--- config.mk ---
export PLATFORM = sky130hd
export DESIGN_NAME = seven_seg_to_binary_decoder
export DESIGN_NICKNAME = d
export VERILOG_FILES = /design/src/rtl/seven_seg_pkg.sv /design/src/rtl/seven_seg_pattern_lookup.sv /design/src/rtl/seven_seg_to_binary_decoder.sv
export SDC_FILE = /design/constraint.sdc
export NUM_CORES = 1
export LEC_CHECK = 0
export CORE_MARGIN = 2
export CORE_UTILIZATION = 50
export DETAILED_ROUTE_END_ITERATION = 6
export PLACE_DENSITY = 0.72
export SLEW_MARGIN = 20
export SYNTH_ARGS = -nofsm -noshare
export SYNTH_HDL_FRONTEND = slang
export SYNTH_SLANG_ARGS = --single-unit
--- constraint.sdc ---
create_clock -name i_CLK -period 2.2 [get_ports i_CLK]
set_clock_uncertainty 0.1 [all_clocks]
set_input_delay 0.22 -clock i_CLK [delete_from_list [all_inputs] [get_ports i_CLK]]
set_output_delay 0.22 -clock i_CLK [all_outputs]
set_load 0.05 [all_outputs]
--- src/rtl/seven_seg_pkg.sv ---
// Shared 7-segment definitions: glyph patterns (bit 6 = g ... bit 0 = a),
// the decoder FSM states and the lookup result record.
package seven_seg_pkg;

    localparam logic [6:0] SEG_PAT_0 = 7'h3F;
    localparam logic [6:0] SEG_PAT_1 = 7'h06;
    localparam logic [6:0] SEG_PAT_2 = 7'h5B;
    localparam logic [6:0] SEG_PAT_3 = 7'h4F;
    localparam logic [6:0] SEG_PAT_4 = 7'h66;
    localparam logic [6:0] SEG_PAT_5 = 7'h6D;
    localparam logic [6:0] SEG_PAT_6 = 7'h7D;
    localparam logic [6:0] SEG_PAT_7 = 7'h07;
    localparam logic [6:0] SEG_PAT_8 = 7'h7F;
    localparam logic [6:0] SEG_PAT_9 = 7'h67;
    localparam logic [6:0] SEG_PAT_A = 7'h77;
    localparam logic [6:0] SEG_PAT_B = 7'h7C;
    localparam logic [6:0] SEG_PAT_C = 7'h39;
    localparam logic [6:0] SEG_PAT_D = 7'h5E;
    localparam logic [6:0] SEG_PAT_E = 7'h79;
    localparam logic [6:0] SEG_PAT_F = 7'h71;

    // All segments dark; reported as a blank display, not as an error.
    localparam logic [6:0] SEG_BLANK = 7'h00;

    typedef enum logic {
        IDLE,
        SETTLE
    } seg_state_e;

    typedef struct packed {
        logic       hit;
        logic [3:0] value;
    } seg_lookup_t;

endpackage

--- src/rtl/seven_seg_pattern_lookup.sv ---
// Combinational reverse table: 7-segment glyph -> hex digit.
// Only the canonical glyphs hit; alternate renderings are misses.
module seven_seg_pattern_lookup
    import seven_seg_pkg::*;
(
    input  logic [6:0]  seg_i,
    output seg_lookup_t result_o
);

    // Match the pattern against the sixteen canonical glyphs.
    always_comb begin
        // NOTE: assigning a default before the case keeps every path driven, so no latch is inferred.
        result_o = '{hit: 1'b0, value: 4'h0};
        case (seg_i)
            SEG_PAT_0: result_o = '{hit: 1'b1, value: 4'h0};
            SEG_PAT_1: result_o = '{hit: 1'b1, value: 4'h1};
            SEG_PAT_2: result_o = '{hit: 1'b1, value: 4'h2};
            SEG_PAT_3: result_o = '{hit: 1'b1, value: 4'h3};
            SEG_PAT_4: result_o = '{hit: 1'b1, value: 4'h4};
            SEG_PAT_5: result_o = '{hit: 1'b1, value: 4'h5};
            SEG_PAT_6: result_o = '{hit: 1'b1, value: 4'h6};
            SEG_PAT_7: result_o = '{hit: 1'b1, value: 4'h7};
            SEG_PAT_8: result_o = '{hit: 1'b1, value: 4'h8};
            SEG_PAT_9: result_o = '{hit: 1'b1, value: 4'h9};
            SEG_PAT_A: result_o = '{hit: 1'b1, value: 4'hA};
            SEG_PAT_B: result_o = '{hit: 1'b1, value: 4'hB};
            SEG_PAT_C: result_o = '{hit: 1'b1, value: 4'hC};
            SEG_PAT_D: result_o = '{hit: 1'b1, value: 4'hD};
            SEG_PAT_E: result_o = '{hit: 1'b1, value: 4'hE};
            SEG_PAT_F: result_o = '{hit: 1'b1, value: 4'hF};
            default:   result_o = '{hit: 1'b0, value: 4'h0};
        endcase
    end

endmodule

--- src/rtl/seven_seg_to_binary_decoder.sv ---
// Samples an asynchronous 7-segment bundle, waits until it has been steady
// for STABLE_CYCLES synchronized cycles, then reports it once as a hex value
// (o_VALID pulse), an unknown glyph (o_ERROR pulse) or a dark display (o_BLANK).
module seven_seg_to_binary_decoder
    import seven_seg_pkg::*;
#(
    parameter int STABLE_CYCLES = 4
) (
    input  logic       i_CLK,
    input  logic       i_RST,
    input  logic       i_SEG_0,
    input  logic       i_SEG_1,
    input  logic       i_SEG_2,
    input  logic       i_SEG_3,
    input  logic       i_SEG_4,
    input  logic       i_SEG_5,
    input  logic       i_SEG_6,
    output logic [3:0] o_BINARY,
    output logic       o_VALID,
    output logic       o_ERROR,
    output logic       o_BLANK
);

    localparam int              CNT_W   = $clog2(STABLE_CYCLES + 1);
    localparam logic [CNT_W-1:0] CNT_MAX = CNT_W'(STABLE_CYCLES - 1);

    logic [6:0]       seg_async;
    logic [6:0]       sync1_q;
    logic [6:0]       sync2_q;

    seg_state_e       state_q, state_d;
    logic [6:0]       last_q, last_d;
    logic [CNT_W-1:0] cnt_q, cnt_d;
    logic [3:0]       binary_q, binary_d;
    logic             valid_q, valid_d;
    logic             error_q, error_d;
    logic             blank_q, blank_d;

    seg_lookup_t      lookup;

    assign seg_async = {i_SEG_6, i_SEG_5, i_SEG_4, i_SEG_3, i_SEG_2, i_SEG_1, i_SEG_0};

    // Two-flop synchronizer; a torn bundle only restarts the settle window.
    always_ff @(posedge i_CLK) begin
        // NOTE: sequential blocks use non-blocking assignments so every flop samples pre-edge values.
        if (i_RST) begin
            sync1_q <= SEG_BLANK;
            sync2_q <= SEG_BLANK;
        end else begin
            sync1_q <= seg_async;
            sync2_q <= sync1_q;
        end
    end

    seven_seg_pattern_lookup u_lookup (
        .seg_i    (last_q),
        .result_o (lookup)
    );

    // State, settle tracking and registered outputs.
    always_ff @(posedge i_CLK) begin
        if (i_RST) begin
            state_q  <= IDLE;
            last_q   <= SEG_BLANK;
            cnt_q    <= '0;
            binary_q <= 4'h0;
            valid_q  <= 1'b0;
            error_q  <= 1'b0;
            blank_q  <= 1'b1;
        end else begin
            state_q  <= state_d;
            last_q   <= last_d;
            cnt_q    <= cnt_d;
            binary_q <= binary_d;
            valid_q  <= valid_d;
            error_q  <= error_d;
            blank_q  <= blank_d;
        end
    end

    // Next-state logic: detect a change, count the settle window, classify once.
    always_comb begin
        state_d  = state_q;
        last_d   = last_q;
        cnt_d    = cnt_q;
        binary_d = binary_q;
        valid_d  = 1'b0;
        error_d  = 1'b0;
        blank_d  = blank_q;

        case (state_q)
            IDLE: begin
                if (sync2_q != last_q) begin
                    last_d  = sync2_q;
                    cnt_d   = '0;
                    state_d = SETTLE;
                end
            end
            SETTLE: begin
                if (sync2_q != last_q) begin
                    // Pattern moved before settling: restart on the new value.
                    last_d = sync2_q;
                    cnt_d  = '0;
                end else if (cnt_q == CNT_MAX) begin
                    state_d = IDLE;
                    if (lookup.hit) begin
                        binary_d = lookup.value;
                        valid_d  = 1'b1;
                        blank_d  = 1'b0;
                    end else if (last_q == SEG_BLANK) begin
                        blank_d = 1'b1;
                    end else begin
                        error_d = 1'b1;
                        blank_d = 1'b0;
                    end
                end else begin
                    cnt_d = cnt_q + CNT_W'(1);
                end
            end
            default: state_d = IDLE;
        endcase
    end

    assign o_BINARY = binary_q;
    assign o_VALID  = valid_q;
    assign o_ERROR  = error_q;
    assign o_BLANK  = blank_q;

endmodule

==> results.yml, run 1 <==
pwr:
  seqPwrFrac: 0.545
  clkPwrFrac: 0.380
  p_per_area_nw_per_um2: 666.5
  p_comb_frac: 0.076
  switchingPower_mw: 0.2459
  swShare: 0.2180
  ir_drop_mv: 0.6121
  p_int_mw: 0.8823
  p_leak_nw: 0.6141
sta:
  fin_crit_sh: 0.9202
  rsz0062_at_grt: "no"
  max_freq_ghz: 0.4940
  worst_pin_slew_ns: 0.5928
  hold_slack_ns: 0.3385
  setup_viol: 0
  layout_min_cycle_time_ns: 2.024
  drv_slew: 0
  maxSlewHeadroom: 0.6043
  finalSetupTns_ns: 0
  report.final.hold_viol_count: 0
clock_network:
  cts.sinks: 32
  cts_setup_buffers: 0
  path_clk_slew_ns: 0.10
  post_cts_resized: 0
  cts-root-buf: "clkbuf_4"
  numCtsBuffers: 5
  clkLatencyLatePin_ns: 0.32
  cts_tree: "yes"
  h-tree-depth: 2
  postCtsHoldBufs: 0
  clockBufferDepth: 2
detailed_routing:
  avgRoutedWirePerCell_um: 12.62
  top_layer_used: "met4"
  totalWireLength_mm: 2.486
  drt_iter0_drc: 34
  routed-via-count: 1073
  drt-met1-wl_mm: 1.156
  drc_errors: 0
  routed-wl-met3_um: 98
  wl_met2_mm: 1.179
  ant_nets: 0
  drt_first_pass_iters: 4
  vias_per_cell: 5.447
yosys:
  syn_inst: 150
  synth_cell_types: 44
  synthXorXnorAreaFrac: 0.05887
  syn_area_per_cell_um2: 9.918
  synth-compound-area-share: 0.1396
  synthAdderAreaFrac: 0.01682
  syn_area_um2: 1488
  synth_ff_type: "dfxtp_1"
  yosysSeqAreaShare: 0.4306
  synth_top_family_by_area: "simple AND/OR/NAND/NOR gates"
  ys_ff_latch: 32
  synth_edf_count: 0
  yosysWarningCount: 0
  netlist.area_leader.share: 0.4306
  async_reset_ff_frac: 0
  yosys.area.top_type: "dfxtp_1"
  synth_area_leaders: "dfxtp_1, nor2b_1, xnor2_1"
  synth_fp_nets: 161
  synth-simple-area-share: 0.2733
  synth.mux.area_fraction: 0.02019
global_routing:
  gr-usage-all-layers: 0.1711
  grt_max_degree: 28
  grt_antenna_before_repair: 0
  gr-total-overflow: 0
  grt_pass1_wl_mm: 4.402
  grt_pass1_vias: 1030
critical_path:
  crit_path_max_incr_delay_ns: 0.71
  crit_type: "reg -> reg"
  cp_max_fo: 17
  reg2reg_slack_ns: 0.18
  cp.arrival_ns: 2.14
  reg2reg_depth: 5
  worstPathRequired_ns: 2.31
  crit_buf_inv: 0
  crit-reg2reg-launch: "last_q[3]$_SDFFE_PP0P_"
  cp_num_cells: 5
  cp-start-kind: "flip-flop"
  end_kind: "flip-flop"
  r2r_end: "o_BLANK$_SDFFE_PP1P_"
  slowest_stage: "dfxtp_1"
  crit_family: "flip-flops"
  crit_chain: "xnor2_1 -> nand3_1 -> nor3_4 -> nor2b_1 -> a311o_1"
floorplan:
  start_util: 0.5349
  die_h_um: 58.55
  rows: 19
  die-width_um: 58.55
  boundaryPins: 16
  core_region_area_um2: 2781
  die-area_um2: 3428
cells_and_area:
  diodes: 0
  layout_commonest_cell: "dfxtp_1"
  final_nets: 176
  n_fill_cell: 244
  layout-drive-gt1-share: 0.1205
  syn_to_final_growth_pct: 13.79
  layout_common_cells: "dfxtp_1, nor2b_1, clkdlybuf4s50_1"
worst_hold_path:
  holdPathEnd: "sync1_q[6]$_SDFF_PP0_"
  hold_depth: 2
  worstHoldStart: "i_SEG_6"
  worstHoldPathType: "in -> reg"
placement:
  place_congestion: 0.7436
  post-dp-hpwl_mm: 1.790
  port_buffers: 15
run_status:
  status: "complete, no violations"
run:
  max_cap_viol_count: 0
==> flip-flops by register name, indices dropped and copies added, names as in the netlist <==
register and flops:
cnt_q 3, state_q 1, o_ERROR 1, o_BLANK 1, o_VALID 1, last_q 7
sync2_q 7, sync1_q 7, o_BINARY 4
==> cell usage after synthesis, types with 3 or more instances <==
cell type	n
buf_4	4
o21ai_0	4
nor3_1	5
nor2_1	9
buf_6	4
xnor2_1	9
nand3_1	4
nor2b_1	24
dfxtp_1	32
mux2i_1	3
nand2_1	9
a21oi_1	4
==> per-layer routing <==
layer | vias to the layer above | track usage
met5 | - | 0
li1 | 554 | -
met2 | 16 | 0.2697
met4 | 0 | 0.08970
met1 | 496 | 0.2014
met3 | 7 | 0.06593
==> cell families after synthesis <==
group                      after synthesis
muxes                                    3
xor gates and xnor gates                10
buffers and inverters                   12
adders and majority gates                2
AOI/OAI and AO/OA                       25
and+or+nand+nor                         66
DFF                                     32
==> metrics by stage <==
| stage | setup WS (ns) | utilization | cell area (um^2) | total power [mW] | cells |
|---|---|---|---|---|---|
| after floorplan | 0.5135 | - | 1488 | 0.6899 | 150 |
| final | 0.1756 | 0.6086 | 1693 | 1.128 | 197 |
| after CTS | 0.1762 | 0.6086 | 1693 | 1.142 | 197 |
| after global routing | 0.08000 | 0.6086 | 1693 | 1.179 | 197 |
| after detailed placement | 0.2057 | 0.5812 | 1617 | 0.7143 | 189 |
| after global placement | 0.2496 | 0.5812 | 1617 | 0.7109 | 189 |
==> how the worst max path moves through the flow <==
stage	start	end	slack, ns
after global routing	last_q[3]$_SDFFE_PP0P_	o_BINARY[1]$_SDFFE_PP0P_	0.08
final	last_q[3]$_SDFFE_PP0P_	o_BLANK$_SDFFE_PP1P_	0.18
after detailed placement	last_q[3]$_SDFFE_PP0P_	o_BLANK$_SDFFE_PP1P_	0.21
after global placement	last_q[3]$_SDFFE_PP0P_	o_BLANK$_SDFFE_PP1P_	0.25
after floorplan	last_q[1]$_SDFFE_PP0P_	o_BLANK$_SDFFE_PP1P_	0.51
after CTS	last_q[3]$_SDFFE_PP0P_	o_BLANK$_SDFFE_PP1P_	0.18
==> cell type report <==
class	count	area, um^2	area share
repair buffers	18	172.7	0.1020
inverters	2	7.507	0.004435
clock buffers	6	41.29	0.02439
multi-input cells	106	757.0	0.4472
clock inverters	2	35.03	0.02069
flip-flops and latches	32	640.6	0.3784
well taps	31	38.79	0.02291
==> power groups by stage <==
| stage | combinational [mW] | clock (mW) | sequential (mW) |
|---|---|---|---|
| 2_1_floorplan | 0.0704 | 0 | 0.619 |
| 3_3_place_gp | 0.0835 | 0 | 0.627 |
| 3_5_place_dp | 0.0860 | 0 | 0.628 |
| 4_1_cts | 0.0865 | 0.441 | 0.615 |
| 5_1_grt | 0.0943 | 0.466 | 0.618 |
| 6_report | 0.0853 | 0.428 | 0.615 |
Power figures use the tool's default switching activity.
==> run 2, diff against run 1 <==
--- a/config.mk
+++ b/config.mk
@@ -5,7 +5,6 @@
 export SDC_FILE = /design/constraint.sdc
 export NUM_CORES = 1
 export LEC_CHECK = 0
-export CORE_MARGIN = 2
 export CORE_UTILIZATION = 50
 export DETAILED_ROUTE_END_ITERATION = 6
 export PLACE_DENSITY = 0.72
==> results.yml, run 2 (synthesized netlist as in run 1, its figures left out) <==
detailed_routing:
  vias_per_cell: 5.482
  totalWireLength_mm: 2.530
  drt_first_pass_iters: 4
  drc_errors: 0
  wl_met2_mm: 1.190
  top_layer_used: "met4"
  routed-wl-met3_um: 132
  drt-met1-wl_mm: 1.162
  avgRoutedWirePerCell_um: 12.84
  ant_nets: 0
  routed-via-count: 1080
  drt_iter0_drc: 36
critical_path:
  critPathLaunch: "last_q[4]$_SDFFE_PP0P_"
  crit_path_max_incr_delay_ns: 0.66
  crit_family: "flip-flops"
  slowest_stage: "dfxtp_1"
  worstPathRequired_ns: 2.31
  cp-start-kind: "flip-flop"
  crit_buf_inv: 0
  crit-reg2reg-launch: "last_q[4]$_SDFFE_PP0P_"
  crit_chain: "xnor2_1 -> nand3_1 -> nor3_4 -> nor2b_1 -> a311o_1"
  end_kind: "flip-flop"
  crit_type: "reg -> reg"
  cp.arrival_ns: 2.15
  cp_max_fo: 14
clock_network:
  clkLatencyLatePin_ns: 0.33
  postCtsHoldBufs: 0
  path_clk_slew_ns: 0.10
  numCtsBuffers: 5
  cts.sinks: 32
  h-tree-depth: 2
  clockBufferDepth: 2
  cts_tree: "yes"
  cts-root-buf: "clkbuf_4"
pwr:
  total_power_mw: 1.022
  swShare: 0.2496
  switchingPower_mw: 0.2550
  p_leak_nw: 0.6072
  p_comb_frac: 0.083
  clkPwrFrac: 0.315
  ir_drop_mv: 0.5274
  p_per_area_nw_per_um2: 610.3
  seqPwrFrac: 0.602
  p_int_mw: 0.7668
cells_and_area:
  layout_common_cells: "dfxtp_1, nor2b_1, clkdlybuf4s50_1"
  n_fill_cell: 252
  largestRegisters: "last_q x7, sync1_q x7, sync2_q x7"
  syn_to_final_growth_pct: 12.53
  layout_commonest_cell: "dfxtp_1"
  layout-drive-gt1-share: 0.1325
  stdcell_count: 197
  multiInputGateArea_um2: 757.0
  final_core_util: 0.6019
  final_nets: 176
  diodes: 0
  seqCellArea_um2: 641.9
run_status:
  status: "complete, no violations"
floorplan:
  core_region_area_um2: 2781
  die_h_um: 56.55
  rows: 19
  die-area_um2: 3197
  die-width_um: 56.55
  start_util: 0.5349
  boundaryPins: 16
global_routing:
  gr-usage-all-layers: 0.1778
  grt_antenna_before_repair: 0
  grt_pass1_wl_mm: 4.291
  grt_pass1_vias: 966
  gr-total-overflow: 0
  grt_max_degree: 28
sta:
  report.final.hold_viol_count: 0
  finalSetupTns_ns: 0
  worst_pin_slew_ns: 0.5222
  fin_crit_sh: 0.9238
  hold_slack_ns: 0.3327
  drv_slew: 0
  maxSlewHeadroom: 0.6514
  rsz0062_at_grt: "no"
  setup_viol: 0
  max_freq_ghz: 0.4920
  layout_min_cycle_time_ns: 2.032
placement:
  post-dp-hpwl_mm: 1.724
  port_buffers: 15
  place_congestion: 0.8032
  placedCellCount: 189
run:
  max_cap_viol_count: 0
worst_hold_path:
  worstHoldPathType: "in -> reg"
  worstHoldStart: "i_SEG_6"
-- run 2: routing by layer --
| metal | vias to the layer above | track usage |
|---|---|---|
| met5 | - | 0 |
| met3 | 5 | 0.05530 |
| met1 | 494 | 0.2183 |
| met4 | 0 | 0.1080 |
| met2 | 32 | 0.2706 |
| li1 | 549 | - |
-- run 2: stage by stage --
step,setup WS (ns),cell area [um^2]
5_1_grt,0.05561,1674
3_3_place_gp,0.2591,1617
2_1_floorplan,0.5135,1488
3_5_place_dp,0.1878,1617
4_1_cts,0.1276,1673
6_report,0.1677,1674
-- run 2: power groups by stage --
stage / clock [mW] / combinational, mW / sequential [mW]
2_1_floorplan: 0 / 0.0704 / 0.619
3_3_place_gp: 0 / 0.0836 / 0.627
3_5_place_dp: 0 / 0.0855 / 0.629
4_1_cts: 0.336 / 0.0858 / 0.615
5_1_grt: 0.364 / 0.0941 / 0.618
6_report: 0.322 / 0.0846 / 0.615
-- run 2: timing repair --
| action | in CTS | in global routing |
|---|---|---|
| setup endpoints to repair | 0 | 1 |
| gates resized for setup | 0 | 1 |
| buffers inserted | 0 | 0 |
-- run 2: layout make-up --
type	instances	share of cell area
repair buffers	18	0.1031
flip-flops and latches	32	0.3834
well taps	31	0.02317
inverters	2	0.004484
clock buffers	5	0.02242
multi-input cells	106	0.4522
clock inverters	3	0.01121
-- run 2: worst paths after layout --
check,end,slack [ns],cells past startpoint
min reg2reg,sync2_q[3]$_SDFF_PP0_,0.35,1
min,sync1_q[6]$_SDFF_PP0_,0.33,2
max reg2reg,o_BLANK$_SDFFE_PP1P_,0.17,5
max,o_BLANK$_SDFFE_PP1P_,0.17,5
